==> config.mk <==
export PLATFORM = sky130hd
export DESIGN_NAME = lcd_sequencer_flat
export DESIGN_NICKNAME = d
export VERILOG_FILES = /design/src/rtl/lcd_sequencer_pkg.sv /design/src/rtl/lcd_sequencer_if.sv /design/src/rtl/lcd_sequencer_edge_pulse.sv /design/src/rtl/lcd_sequencer.sv /design/src/flat_wrapper.sv
export SDC_FILE = /design/constraint.sdc
export NUM_CORES = 1
export LEC_CHECK = 0
export ABC_AREA = 1
export CAP_MARGIN = 20
export CORE_UTILIZATION = 40
export DETAILED_ROUTE_END_ITERATION = 16
export GPL_TIMING_DRIVEN = 0
export MAX_ROUTING_LAYER = met4
export PLACE_DENSITY = 0.71
export SYNTH_ARGS = -nofsm -noshare
export SYNTH_HDL_FRONTEND = slang
export SYNTH_SLANG_ARGS = --single-unit
==> constraint.sdc <==
create_clock -name clk_cpu -period 3.6 [get_ports clk_cpu]
set_clock_uncertainty 0.05 [all_clocks]
set_input_delay 0.72 -clock clk_cpu [delete_from_list [all_inputs] [get_ports clk_cpu]]
set_output_delay 0.72 -clock clk_cpu [all_outputs]
set_load 0.03 [all_outputs]
==> src/rtl/lcd_sequencer_pkg.sv <==
// Shared LCD timing types and constants: mode encoding, Game Boy line/frame geometry
// and the mode decode used by the sequencer.
package lcd_sequencer_pkg;

    typedef enum logic [1:0] {
        MODE_HBLANK = 2'b00,
        MODE_VBLANK = 2'b01,
        MODE_OAM    = 2'b10,
        MODE_XFER   = 2'b11
    } lcd_mode_t;

    localparam int unsigned DOTS_PER_LINE   = 456;
    localparam int unsigned LINES_PER_FRAME = 154;
    localparam int unsigned OAM_DOTS        = 80;
    localparam int unsigned XFER_DOTS       = 172;
    localparam int unsigned VISIBLE_LINES   = 144;

    // VBlank lines win over the dot position; within a visible line the dot picks the mode.
    function automatic lcd_mode_t decode_mode(
        input logic [8:0]  dot,
        input logic [7:0]  ly,
        input int unsigned oam_dots,
        input int unsigned xfer_end,
        input int unsigned visible_lines
    );
        lcd_mode_t m;
        if (32'(ly) >= visible_lines) begin
            m = MODE_VBLANK;
        end else if (32'(dot) < oam_dots) begin
            m = MODE_OAM;
        end else if (32'(dot) < xfer_end) begin
            m = MODE_XFER;
        end else begin
            m = MODE_HBLANK;
        end
        return m;
    endfunction

endpackage

==> src/rtl/lcd_sequencer_if.sv <==
// Signal bundle between the LCD control registers / display driver and the sequencer.
interface lcd_sequencer_if;
    import lcd_sequencer_pkg::*;

    logic       dot_en;
    logic       lcd_enable;
    logic [7:0] lyc;
    logic [3:0] stat_sel;
    lcd_mode_t  mode;
    logic [7:0] ly;
    logic [8:0] dot;
    logic       coincidence;
    logic       irq_vblank;
    logic       irq_stat;
    logic       line_start;
    logic       cpu_vram_ok;
    logic       cpu_oam_ok;

    modport master (
        output dot_en, lcd_enable, lyc, stat_sel,
        input  mode, ly, dot, coincidence, irq_vblank, irq_stat, line_start,
               cpu_vram_ok, cpu_oam_ok
    );

    modport slave (
        input  dot_en, lcd_enable, lyc, stat_sel,
        output mode, ly, dot, coincidence, irq_vblank, irq_stat, line_start,
               cpu_vram_ok, cpu_oam_ok
    );

endinterface

==> src/rtl/lcd_sequencer_edge_pulse.sv <==
// Rising-edge detector: one-cycle registered pulse when the level goes 0->1.
// A synchronous clear drops both the pulse and the remembered level.
module edge_pulse (
    input  logic i_clk,
    input  logic i_rst,
    input  logic i_clr,
    input  logic i_level,
    output logic o_pulse
);

    logic r_prev;
    logic r_pulse;

    always_ff @(posedge i_clk) begin
        if (i_rst || i_clr) begin
            r_prev  <= 1'b0;
            r_pulse <= 1'b0;
        end else begin
            r_prev  <= i_level;
            r_pulse <= i_level & ~r_prev;
        end
    end

    assign o_pulse = r_pulse;

endmodule

==> src/rtl/lcd_sequencer.sv <==
// Dot/line timing sequencer: counts dots and lines, decodes LCD mode and LY, and
// raises VBlank/STAT interrupts, line-start strobes and CPU VRAM/OAM access grants.
module lcd_sequencer #(
    parameter int unsigned DOTS_PER_LINE   = lcd_sequencer_pkg::DOTS_PER_LINE,
    parameter int unsigned LINES_PER_FRAME = lcd_sequencer_pkg::LINES_PER_FRAME,
    parameter int unsigned OAM_DOTS        = lcd_sequencer_pkg::OAM_DOTS,
    parameter int unsigned XFER_DOTS       = lcd_sequencer_pkg::XFER_DOTS,
    parameter int unsigned VISIBLE_LINES   = lcd_sequencer_pkg::VISIBLE_LINES
) (
    input  logic           clk_cpu,
    input  logic           rst,
    lcd_sequencer_if.slave lcd_bus
);
    import lcd_sequencer_pkg::*;

    logic [8:0] r_dot_q;
    logic [7:0] r_ly_q;

    logic       w_dot_last;
    logic       w_ly_last;
    logic       w_clr;
    lcd_mode_t  w_mode;
    logic       w_coincidence;
    logic       w_stat_line;
    logic       w_vblank_level;
    logic       w_line_start_level;
    logic       w_irq_stat;
    logic       w_irq_vblank;
    logic       w_line_start;

    assign w_dot_last = (r_dot_q == 9'(DOTS_PER_LINE - 1));
    assign w_ly_last  = (r_ly_q == 8'(LINES_PER_FRAME - 1));
    assign w_clr      = ~lcd_bus.lcd_enable;

    // A disabled LCD parks both counters at the top of frame 0.
    always_ff @(posedge clk_cpu) begin
        if (rst || !lcd_bus.lcd_enable) begin
            r_dot_q <= 9'd0;
            r_ly_q  <= 8'd0;
        end else if (lcd_bus.dot_en) begin
            if (w_dot_last) begin
                r_dot_q <= 9'd0;
                r_ly_q  <= w_ly_last ? 8'd0 : r_ly_q + 8'd1;
            end else begin
                r_dot_q <= r_dot_q + 9'd1;
            end
        end
    end

    always_comb begin
        w_mode = MODE_HBLANK;
        if (lcd_bus.lcd_enable) begin
            w_mode = decode_mode(r_dot_q, r_ly_q, OAM_DOTS, OAM_DOTS + XFER_DOTS,
                                 VISIBLE_LINES);
        end
    end

    assign w_coincidence = (r_ly_q == lcd_bus.lyc);

    // Sources are OR-ed into one line, so a hand-over between enabled sources
    // keeps the line high and produces no second interrupt.
    assign w_stat_line = (lcd_bus.stat_sel[0] & (w_mode == MODE_HBLANK))
                       | (lcd_bus.stat_sel[1] & (w_mode == MODE_VBLANK))
                       | (lcd_bus.stat_sel[2] & (w_mode == MODE_OAM))
                       | (lcd_bus.stat_sel[3] & w_coincidence);

    assign w_vblank_level     = (r_ly_q == 8'(VISIBLE_LINES));
    assign w_line_start_level = (r_dot_q == 9'd0) && (r_ly_q < 8'(VISIBLE_LINES));

    edge_pulse u_stat_pulse (
        .i_clk   (clk_cpu),
        .i_rst   (rst),
        .i_clr   (w_clr),
        .i_level (w_stat_line),
        .o_pulse (w_irq_stat)
    );

    edge_pulse u_vblank_pulse (
        .i_clk   (clk_cpu),
        .i_rst   (rst),
        .i_clr   (w_clr),
        .i_level (w_vblank_level),
        .o_pulse (w_irq_vblank)
    );

    edge_pulse u_line_start_pulse (
        .i_clk   (clk_cpu),
        .i_rst   (rst),
        .i_clr   (w_clr),
        .i_level (w_line_start_level),
        .o_pulse (w_line_start)
    );

    assign lcd_bus.mode        = w_mode;
    assign lcd_bus.ly          = r_ly_q;
    assign lcd_bus.dot         = r_dot_q;
    assign lcd_bus.coincidence = w_coincidence;
    assign lcd_bus.irq_stat    = w_irq_stat;
    assign lcd_bus.irq_vblank  = w_irq_vblank;
    assign lcd_bus.line_start  = w_line_start;
    assign lcd_bus.cpu_vram_ok = (w_mode != MODE_XFER);
    assign lcd_bus.cpu_oam_ok  = (w_mode == MODE_HBLANK) || (w_mode == MODE_VBLANK);

endmodule

==> src/flat_wrapper.sv <==
// flat-port wrapper written by rule: the top's interface ports become plain ports
module lcd_sequencer_flat import lcd_sequencer_pkg::*;
#(
    parameter int unsigned DOTS_PER_LINE   = lcd_sequencer_pkg::DOTS_PER_LINE,
    parameter int unsigned LINES_PER_FRAME = lcd_sequencer_pkg::LINES_PER_FRAME,
    parameter int unsigned OAM_DOTS        = lcd_sequencer_pkg::OAM_DOTS,
    parameter int unsigned XFER_DOTS       = lcd_sequencer_pkg::XFER_DOTS,
    parameter int unsigned VISIBLE_LINES   = lcd_sequencer_pkg::VISIBLE_LINES
)
  (clk_cpu, rst, lcd_bus_dot_en, lcd_bus_lcd_enable, lcd_bus_lyc, lcd_bus_stat_sel, lcd_bus_mode, lcd_bus_ly, lcd_bus_dot, lcd_bus_coincidence, lcd_bus_irq_vblank, lcd_bus_irq_stat, lcd_bus_line_start, lcd_bus_cpu_vram_ok, lcd_bus_cpu_oam_ok);
  lcd_sequencer_if lcd_bus_i ();
  input  logic clk_cpu;
  input  logic rst;
  input wire logic [$bits(lcd_bus_i.dot_en)-1:0] lcd_bus_dot_en;
  input wire logic [$bits(lcd_bus_i.lcd_enable)-1:0] lcd_bus_lcd_enable;
  input wire logic [$bits(lcd_bus_i.lyc)-1:0] lcd_bus_lyc;
  input wire logic [$bits(lcd_bus_i.stat_sel)-1:0] lcd_bus_stat_sel;
  output wire logic [$bits(lcd_bus_i.mode)-1:0] lcd_bus_mode;
  output wire logic [$bits(lcd_bus_i.ly)-1:0] lcd_bus_ly;
  output wire logic [$bits(lcd_bus_i.dot)-1:0] lcd_bus_dot;
  output wire logic [$bits(lcd_bus_i.coincidence)-1:0] lcd_bus_coincidence;
  output wire logic [$bits(lcd_bus_i.irq_vblank)-1:0] lcd_bus_irq_vblank;
  output wire logic [$bits(lcd_bus_i.irq_stat)-1:0] lcd_bus_irq_stat;
  output wire logic [$bits(lcd_bus_i.line_start)-1:0] lcd_bus_line_start;
  output wire logic [$bits(lcd_bus_i.cpu_vram_ok)-1:0] lcd_bus_cpu_vram_ok;
  output wire logic [$bits(lcd_bus_i.cpu_oam_ok)-1:0] lcd_bus_cpu_oam_ok;
  assign lcd_bus_i.dot_en = lcd_bus_dot_en;
  assign lcd_bus_i.lcd_enable = lcd_bus_lcd_enable;
  assign lcd_bus_i.lyc = lcd_bus_lyc;
  assign lcd_bus_i.stat_sel = lcd_bus_stat_sel;
  assign lcd_bus_mode = lcd_bus_i.mode;
  assign lcd_bus_ly = lcd_bus_i.ly;
  assign lcd_bus_dot = lcd_bus_i.dot;
  assign lcd_bus_coincidence = lcd_bus_i.coincidence;
  assign lcd_bus_irq_vblank = lcd_bus_i.irq_vblank;
  assign lcd_bus_irq_stat = lcd_bus_i.irq_stat;
  assign lcd_bus_line_start = lcd_bus_i.line_start;
  assign lcd_bus_cpu_vram_ok = lcd_bus_i.cpu_vram_ok;
  assign lcd_bus_cpu_oam_ok = lcd_bus_i.cpu_oam_ok;
  lcd_sequencer #(.DOTS_PER_LINE(DOTS_PER_LINE), .LINES_PER_FRAME(LINES_PER_FRAME), .OAM_DOTS(OAM_DOTS), .XFER_DOTS(XFER_DOTS), .VISIBLE_LINES(VISIBLE_LINES)) u_core (.clk_cpu(clk_cpu), .rst(rst), .lcd_bus(lcd_bus_i));
endmodule
==> results of run 1 <==
[synthesized netlist by cell type, drive strengths merged]
cell	number	share of area
dfxtp	23	0.34
nor2	28	0.098
clkinv	1	0.0027
xnor2	2	0.013
inv	35	0.098
nor3	10	0.037
nand2	62	0.17
a21oi	7	0.026
nand3	11	0.044
o211ai	1	0.0055
nor4	1	0.0046
ha	5	0.046
nand4	7	0.043
o21a	1	0.0055
o21ai	4	0.015
nor3b	1	0.0055
xor2	8	0.051
[power groups by stage]
stage | Combinational (mW) | Sequential (mW) | Clock (mW)
after global placement | 0.0559 | 0.265 | 0
after floorplan | 0.0222 | 0.270 | 0
after global routing | 0.0630 | 0.260 | 0.138
final | 0.0565 | 0.260 | 0.123
after CTS | 0.0570 | 0.260 | 0.127
after detailed placement | 0.0567 | 0.265 | 0
[routing by layer]
metal | global-route usage | part of all wire | vias to the layer above
li1 | - | - | 732
met1 | 0.2507 | 0.48 | 611
met2 | 0.3454 | 0.47 | 39
met3 | 0.03838 | 0.044 | 2
met4 | 0.03247 | 0.0041 | 0
met5 | - | 0 | -
[flip-flops by register name (all words and copies together), names as in the netlist]
| name | cells |
|---|---|
| u_core.lcd_bus.dot | 9 |
| u_core.lcd_bus.ly | 8 |
| u_core.u_line_start_pulse.o_pulse | 1 |
| u_core.u_line_start_pulse.r_prev | 1 |
| u_core.u_stat_pulse.o_pulse | 1 |
| u_core.u_stat_pulse.r_prev | 1 |
| u_core.u_vblank_pulse.o_pulse | 1 |
| u_core.u_vblank_pulse.r_prev | 1 |
[final cells by class]
cell class | instances | share of cell area
tap | 44 | 0.02973
multi-input combinational | 148 | 0.4169
inverter | 36 | 0.07432
sequential | 23 | 0.2486
timing repair buffer | 40 | 0.2162
clock buffer | 4 | 0.01419
[stage by stage]
| stage | setup WS, ps | std cells |
|---|---|---|
| floorplan | 924.1 | 207 |
| global placement | 462.6 | 291 |
| detailed placement | 386.6 | 291 |
| CTS | 374.3 | 295 |
| global route | 253.4 | 295 |
| finish | 408.8 | 295 |
[path summary, 6_finish.rpt]
kind	from	to	depth (start not counted)	slack, ps
setup / recovery	lcd_bus_lyc[7]	lcd_bus_coincidence	6	410
hold / removal	u_core.u_stat_pulse.r_prev	u_core.u_stat_pulse.o_pulse	1	340
setup reg to reg	u_core.lcd_bus.dot[0]	u_core.lcd_bus.ly[5]	8	2040
hold reg to reg	u_core.u_stat_pulse.r_prev	u_core.u_stat_pulse.o_pulse	1	340
[cells by family (layout without fill, tap and decap cells)]
kind of cell               count (synthesis)  count (layout)
AOI/OAI and AO/OA                         13              13
buffers and inverters                     36              80
DFF                                       23              23
xor gates and xnor gates                  10              10
and+or+nand+nor                          120             120
adders and majority gates                  5               5
==> summary.txt, run 1 <==
Run status
  – Run status: finished, final reports clean

Timing
  – Least-Margin Pin Slew: 433.0 ps
  – Final setup fails: 0
  – Unrepaired setup endpoints after global routing: no
  – Sum Neg Setup Slack: 0 ps
  – Slew Viols, Final: 0
  – Hold WS: 340.8 ps
  – Fin crit period: 3191 ps
  – Final cycle utilization of the critical path: 0.8864
  – F_max: 313.4 MHz
  – Final Hold Vio Count: 0
  – Slew headroom: 0.7091

Drt
  – Initial DRC Count: 37
  – DRT Wirelength: 3.178 mm
  – Via count: 1384
  – Via density: 4.692
  – Drt pass-1 iters: 5
  – Remaining DRCs: 0
  – Post-DRT Antenna Nets: 0
  – Routed wire per std cell: 10.77 µm

Placement
  – GP Congestion: 0.8221
  – Dpl hpwl: 2.452 mm
  – Post-DP Area: 1826 µm²
  – PortBufs: 40

Clock tree
  – Total clock sinks: 23
  – CTS resizes: 0
  – CTS H-tree lvls: 1
  – CTS tree: built
  – # hold bufs at CTS: 0
  – Postcts setup bufs: 0
  – Clk_lat worst skew: 320 ps
  – TritonCTS Buffers: 3
  – Worst-case clock buffer depth: 2
  – Clock Pin Slew Worst Setup and Hold Paths: 120 ps
  – Root buf cell: clkbuf_4

Power
  – Leak Pwr: 0.7500 nW
  – Comb pwr share: 0.129
  – Part of the power in registers: 0.591
  – Sw Share: 0.2510
  – PD cells: 237.3 nW/µm²
  – Internal: 329.1 µW
  – Total power: 439.4 µW
  – Max rail drop VDD: 0.1988 mV
  – Sw Pwr: 110.3 µW
  – Clk pwr share: 0.281

Yosys
  – Avg Synthesized Cell Area: 6.619 µm²
  – YS warnings: 0
  – Synth unique cells: 26
  – XOR/XNOR Fraction of Synth Area: 0.06393
  – Syn nets: 228
  – Sequential fraction of the synthesis area: 0.3361
  – Post-synthesis register bit count: 23
  – Largest family of logic cells by synthesized area: simple AND/OR/NAND/NOR gates
  – Multiplexer share of the synthesized area: 0
  – Post-Syn Instances: 207
  – Simple-Gate Fraction of Synth Area: 0.4027
  – Adder-cell share of the synthesized area: 0.04566
  – Compound-gate portion of the synthesized area: 0.05114
  – Mapped cell area: 1370 µm²

Worst setup path
  – CP arrival: 2420 ps
  – Worst path bufs/invs: 2
  – Crit-path slowest cell: clkdlybuf4s50_1
  – Critical Path RT: 2830 ps
  – CP Launch Type: primary input
  – CP Class: primary input to primary output
  – Crit path top cell by count: nand2_1
  – Crit-path leading delay family: buffers and inverters
  – Crit Path Max Fanout: 2
  – Critical path's largest stage delay: 730 ps
  – Critical-path cell list: clkdlybuf4s50_1 -> nand2_1 -> nand2_1 -> nand2_1 -> nor4_1 -> clkdlybuf4s50_1
  – Endpoint type of the worst setup path: primary output

Floorplan
  – Chip height: 60.53 µm
  – Initial Util: 0.4345
  – FP Rows: 20
  – DIE WIDTH: 60.53 µm
  – Ports: 41
  – DIE AREA: 3663 µm²
  – Core area: 3153 µm²

Global route
  – Pin count of the biggest net entering global routing: 13
  – Initial antenna violation count: 0
  – First-pass GRT wire length: 5.464 mm
  – All-Layer GR Usage: 0.2018
  – Vias in the first global route: 1314
  – GR Overflow Total: 0

Layout
  – Fin util: 0.5873
  – Multi-input logic area: 772.0 µm²
  – Commonest non-fill, non-tap cell in the layout: nand2_1
  – Commonest non-fill, non-tap cells in the layout: nand2_1 (61), clkdlybuf4s50_1 (40), inv_1 (30)
  – Final instance area: 1852 µm²
  – Fillers: 322
  – Layout area overhead: 35.16%
  – Ant diodes: 0
  – Layout Nets: 273
  – Layout cell share with drive strength beyond 1: 0.05976
  – Reg area: 460.4 µm²

Min path
  – Worst min-delay path class: flop to flop

Run
  – Max-cap violation count: 0
(Power assumes the default switching activity.)
==> run 2: changes to the inputs <==
Settings changed: CORE_MARGIN from default to 4.
==> run 2 against run 1 <==
Largest power group unchanged; sequential cell count is the same; count of clock-buffer cells in the layout decreased by 1; combinational power hardly changed; total power about the same; fmax rose by 1.5%; first-iteration DRC count rose by 110%; setup slack gained 46 ps; die area is 21% higher; sequential power about the same; clock power about the same.
==> summary.txt, run 2 (synthesized netlist as in run 1, its figures left out) <==
Run status
  – Run status: finished, final reports clean

Drt
  – Initial DRC Count: 76 (+110%)
  – Post-DRT Antenna Nets: 0 (unchanged)
  – DRT Wirelength: 3.292 mm (+3.6%)
  – Drt pass-1 iters: 4 (-1)
  – Remaining DRCs: 0 (unchanged)
  – Via density: 4.712 (+0.43%)
  – Routed wire per std cell: 11.16 µm (+3.6%)
  – Via count: 1390 (+0.43%)

Timing
  – Least-Margin Pin Slew: 464.4 ps (+31.37 ps)
  – Slew headroom: 0.6880 (-0.02108)
  – Final setup fails: 0 (unchanged)
  – Fin crit period: 3145 ps (-46.22 ps)
  – Sum Neg Setup Slack: 0 ps (unchanged)
  – Final cycle utilization of the critical path: 0.8736 (-0.01284)
  – F_max: 318.0 MHz (+1.5%)
  – Slew Viols, Final: 0 (unchanged)
  – Unrepaired setup endpoints after global routing: no
  – Final Hold Vio Count: 0 (unchanged)

Layout
  – Max reg flops: 9 (unchanged)
  – Commonest non-fill, non-tap cell in the layout: nand2_1
  – Commonest non-fill, non-tap cells in the layout: nand2_1 (61), clkdlybuf4s50_1 (40), inv_1 (30)
  – Reg area: 460.4 µm² (unchanged)
  – Layout area overhead: 35.25% (about the same)
  – Final instance area: 1853 µm² (about the same)
  – Multi-input logic area: 772.0 µm² (unchanged)
  – Final std cells w/o fill: 295 (unchanged)
  – Layout cell share with drive strength beyond 1: 0.06375 (+0.003984)
  – Ant diodes: 0 (unchanged)
  – Layout Nets: 273 (unchanged)
  – Fillers: 326 (+1.2%)

Global route
  – Initial antenna violation count: 0 (unchanged)
  – All-Layer GR Usage: 0.1649 (-0.03691)
  – First-pass GRT wire length: 5.630 mm (+3.0%)
  – GR Overflow Total: 0 (unchanged)
  – Vias in the first global route: 1314 (unchanged)
  – Pin count of the biggest net entering global routing: 14 (+1)

Power
  – PD cells: 237.1 nW/µm² (about the same)
  – Sw Pwr: 112.1 µW (+1.6%)
  – Comb pwr share: 0.128 (about the same)
  – Clk pwr share: 0.281 (about the same)
  – Part of the power in registers: 0.591 (about the same)
  – Internal: 327.3 µW (-0.56%)
  – Sw Share: 0.2551 (+0.004071)
  – Max rail drop VDD: 0.1386 mV (-30%)
  – Leak Pwr: 0.7527 nW (+0.36%)

Worst setup path
  – Crit Reg-Reg Startpoint: u_core.lcd_bus.dot[1]
  – Critical Path RT: 2830 ps (about the same)
  – Crit Path Max Fanout: 2 (unchanged)
  – Critical path destination: lcd_bus_coincidence
  – R2R setup slack: 2070 ps (+30 ps)
  – CP startpoint: lcd_bus_lyc[3]
  – R2R depth: 8 (unchanged)
  – CP arrival: 2370 ps (-50 ps)
  – CP Class: primary input to primary output
  – CP Launch Type: primary input
  – Worst reg2reg endpoint: u_core.lcd_bus.ly[5]
  – Endpoint type of the worst setup path: primary output

Floorplan
  – Chip height: 66.53 µm (+9.9%)
  – FP Rows: 20 (unchanged)
  – Ports: 41 (unchanged)
  – DIE WIDTH: 66.53 µm (+9.9%)
  – Core area: 3153 µm² (unchanged)
  – Initial Util: 0.4345 (unchanged)
  – DIE AREA: 4426 µm² (+21%)

Clock tree
  – Worst-case clock buffer depth: 2 (unchanged)
  – Clock Pin Slew Worst Setup and Hold Paths: 130 ps (about the same)
  – CTS tree: built
  – # hold bufs at CTS: 0 (unchanged)
  – TritonCTS Buffers: 3 (unchanged)
  – CTS resizes: 0 (unchanged)
  – Postcts setup bufs: 0 (unchanged)
  – CTS H-tree lvls: 1 (unchanged)
  – Clk_lat worst skew: 310 ps (about the same)
  – Root buf cell: clkbuf_4
  – Total clock sinks: 23 (unchanged)

Placement
  – GP Congestion: 0.9218 (+12%)
  – Dpl hpwl: 2.637 mm (+7.5%)
  – Post-DP Area: 1826 µm² (unchanged)
  – PortBufs: 40 (unchanged)
  – Placed instance count: 291 (unchanged)

Min path
  – Worst min-delay path class: flop to flop

Run
  – Max-cap violation count: 0 (unchanged)
## run 2: cell count changes in the layout (fill, tap and decap cells not counted)
cell      change
clkbuf_1      -1
clkinv_2      +1
## run 2: how the worst min path moves through the flow
| stage | startpoint | to | slack [ps] | depth (start not counted) |
|---|---|---|---|---|
| 4_1_cts | u_core.u_stat_pulse.r_prev | u_core.u_stat_pulse.o_pulse | 340 | 1 |
| 3_3_place_gp | u_core.u_stat_pulse.r_prev | u_core.u_stat_pulse.o_pulse | 320 | 1 |
| 2_1_floorplan | u_core.u_stat_pulse.r_prev | u_core.u_stat_pulse.o_pulse | 320 | 1 |
| 3_5_place_dp | u_core.u_stat_pulse.r_prev | u_core.u_stat_pulse.o_pulse | 320 | 1 |
| 5_1_grt | u_core.u_stat_pulse.r_prev | u_core.u_stat_pulse.o_pulse | 350 | 1 |
| 6_report | u_core.u_stat_pulse.r_prev | u_core.u_stat_pulse.o_pulse | 350 | 1 |
## run 2: power groups by stage
| stage | clock [mW] | combinational [mW] | sequential [mW] |
|---|---|---|---|
| finish | 0.123 | 0.0562 | 0.260 |
| floorplan | 0 | 0.0222 | 0.270 |
| detailed placement | 0 | 0.0568 | 0.265 |
| global route | 0.139 | 0.0621 | 0.260 |
| global placement | 0 | 0.0561 | 0.265 |
| CTS | 0.129 | 0.0571 | 0.260 |
## run 2: routing by layer
metal,vias to the layer above,global-route usage,wire length [µm]
li1,733,-,-
met1,621,0.2027,1513
met2,32,0.2800,1573
met3,4,0.02530,173
met4,0,0.04569,31
met5,-,-,0
## run 2: critical path, stage by stage
cell and delay (ps):
clkdlybuf4s50_1 480, nand2_1 60, nand2_1 80, nand2_1 70
nor4_1 260, clkdlybuf4s50_1 710
## run 2: area by class of cell
class	instances	share of cell area
Multi-Input combinational cell	148	0.4166
Sequential cell	23	0.2485
Timing Repair Buffer	40	0.2161
Inverter	36	0.07427
Tap cell	44	0.02971
Clock buffer	3	0.01215
Clock inverter	1	0.002701
## run 2: through the flow
stage	hold WS [ps]	power (mW)	utilization	setup slack [ps]
after floorplan	318.0	0.2918	-	924.1
after global placement	321.7	0.3216	0.5790	453.5
after detailed placement	325.0	0.3222	0.5790	459.4
after CTS	343.9	0.4460	0.5877	445.4
after global routing	351.6	0.4617	0.5877	247.4
final	350.3	0.4394	0.5877	455.0
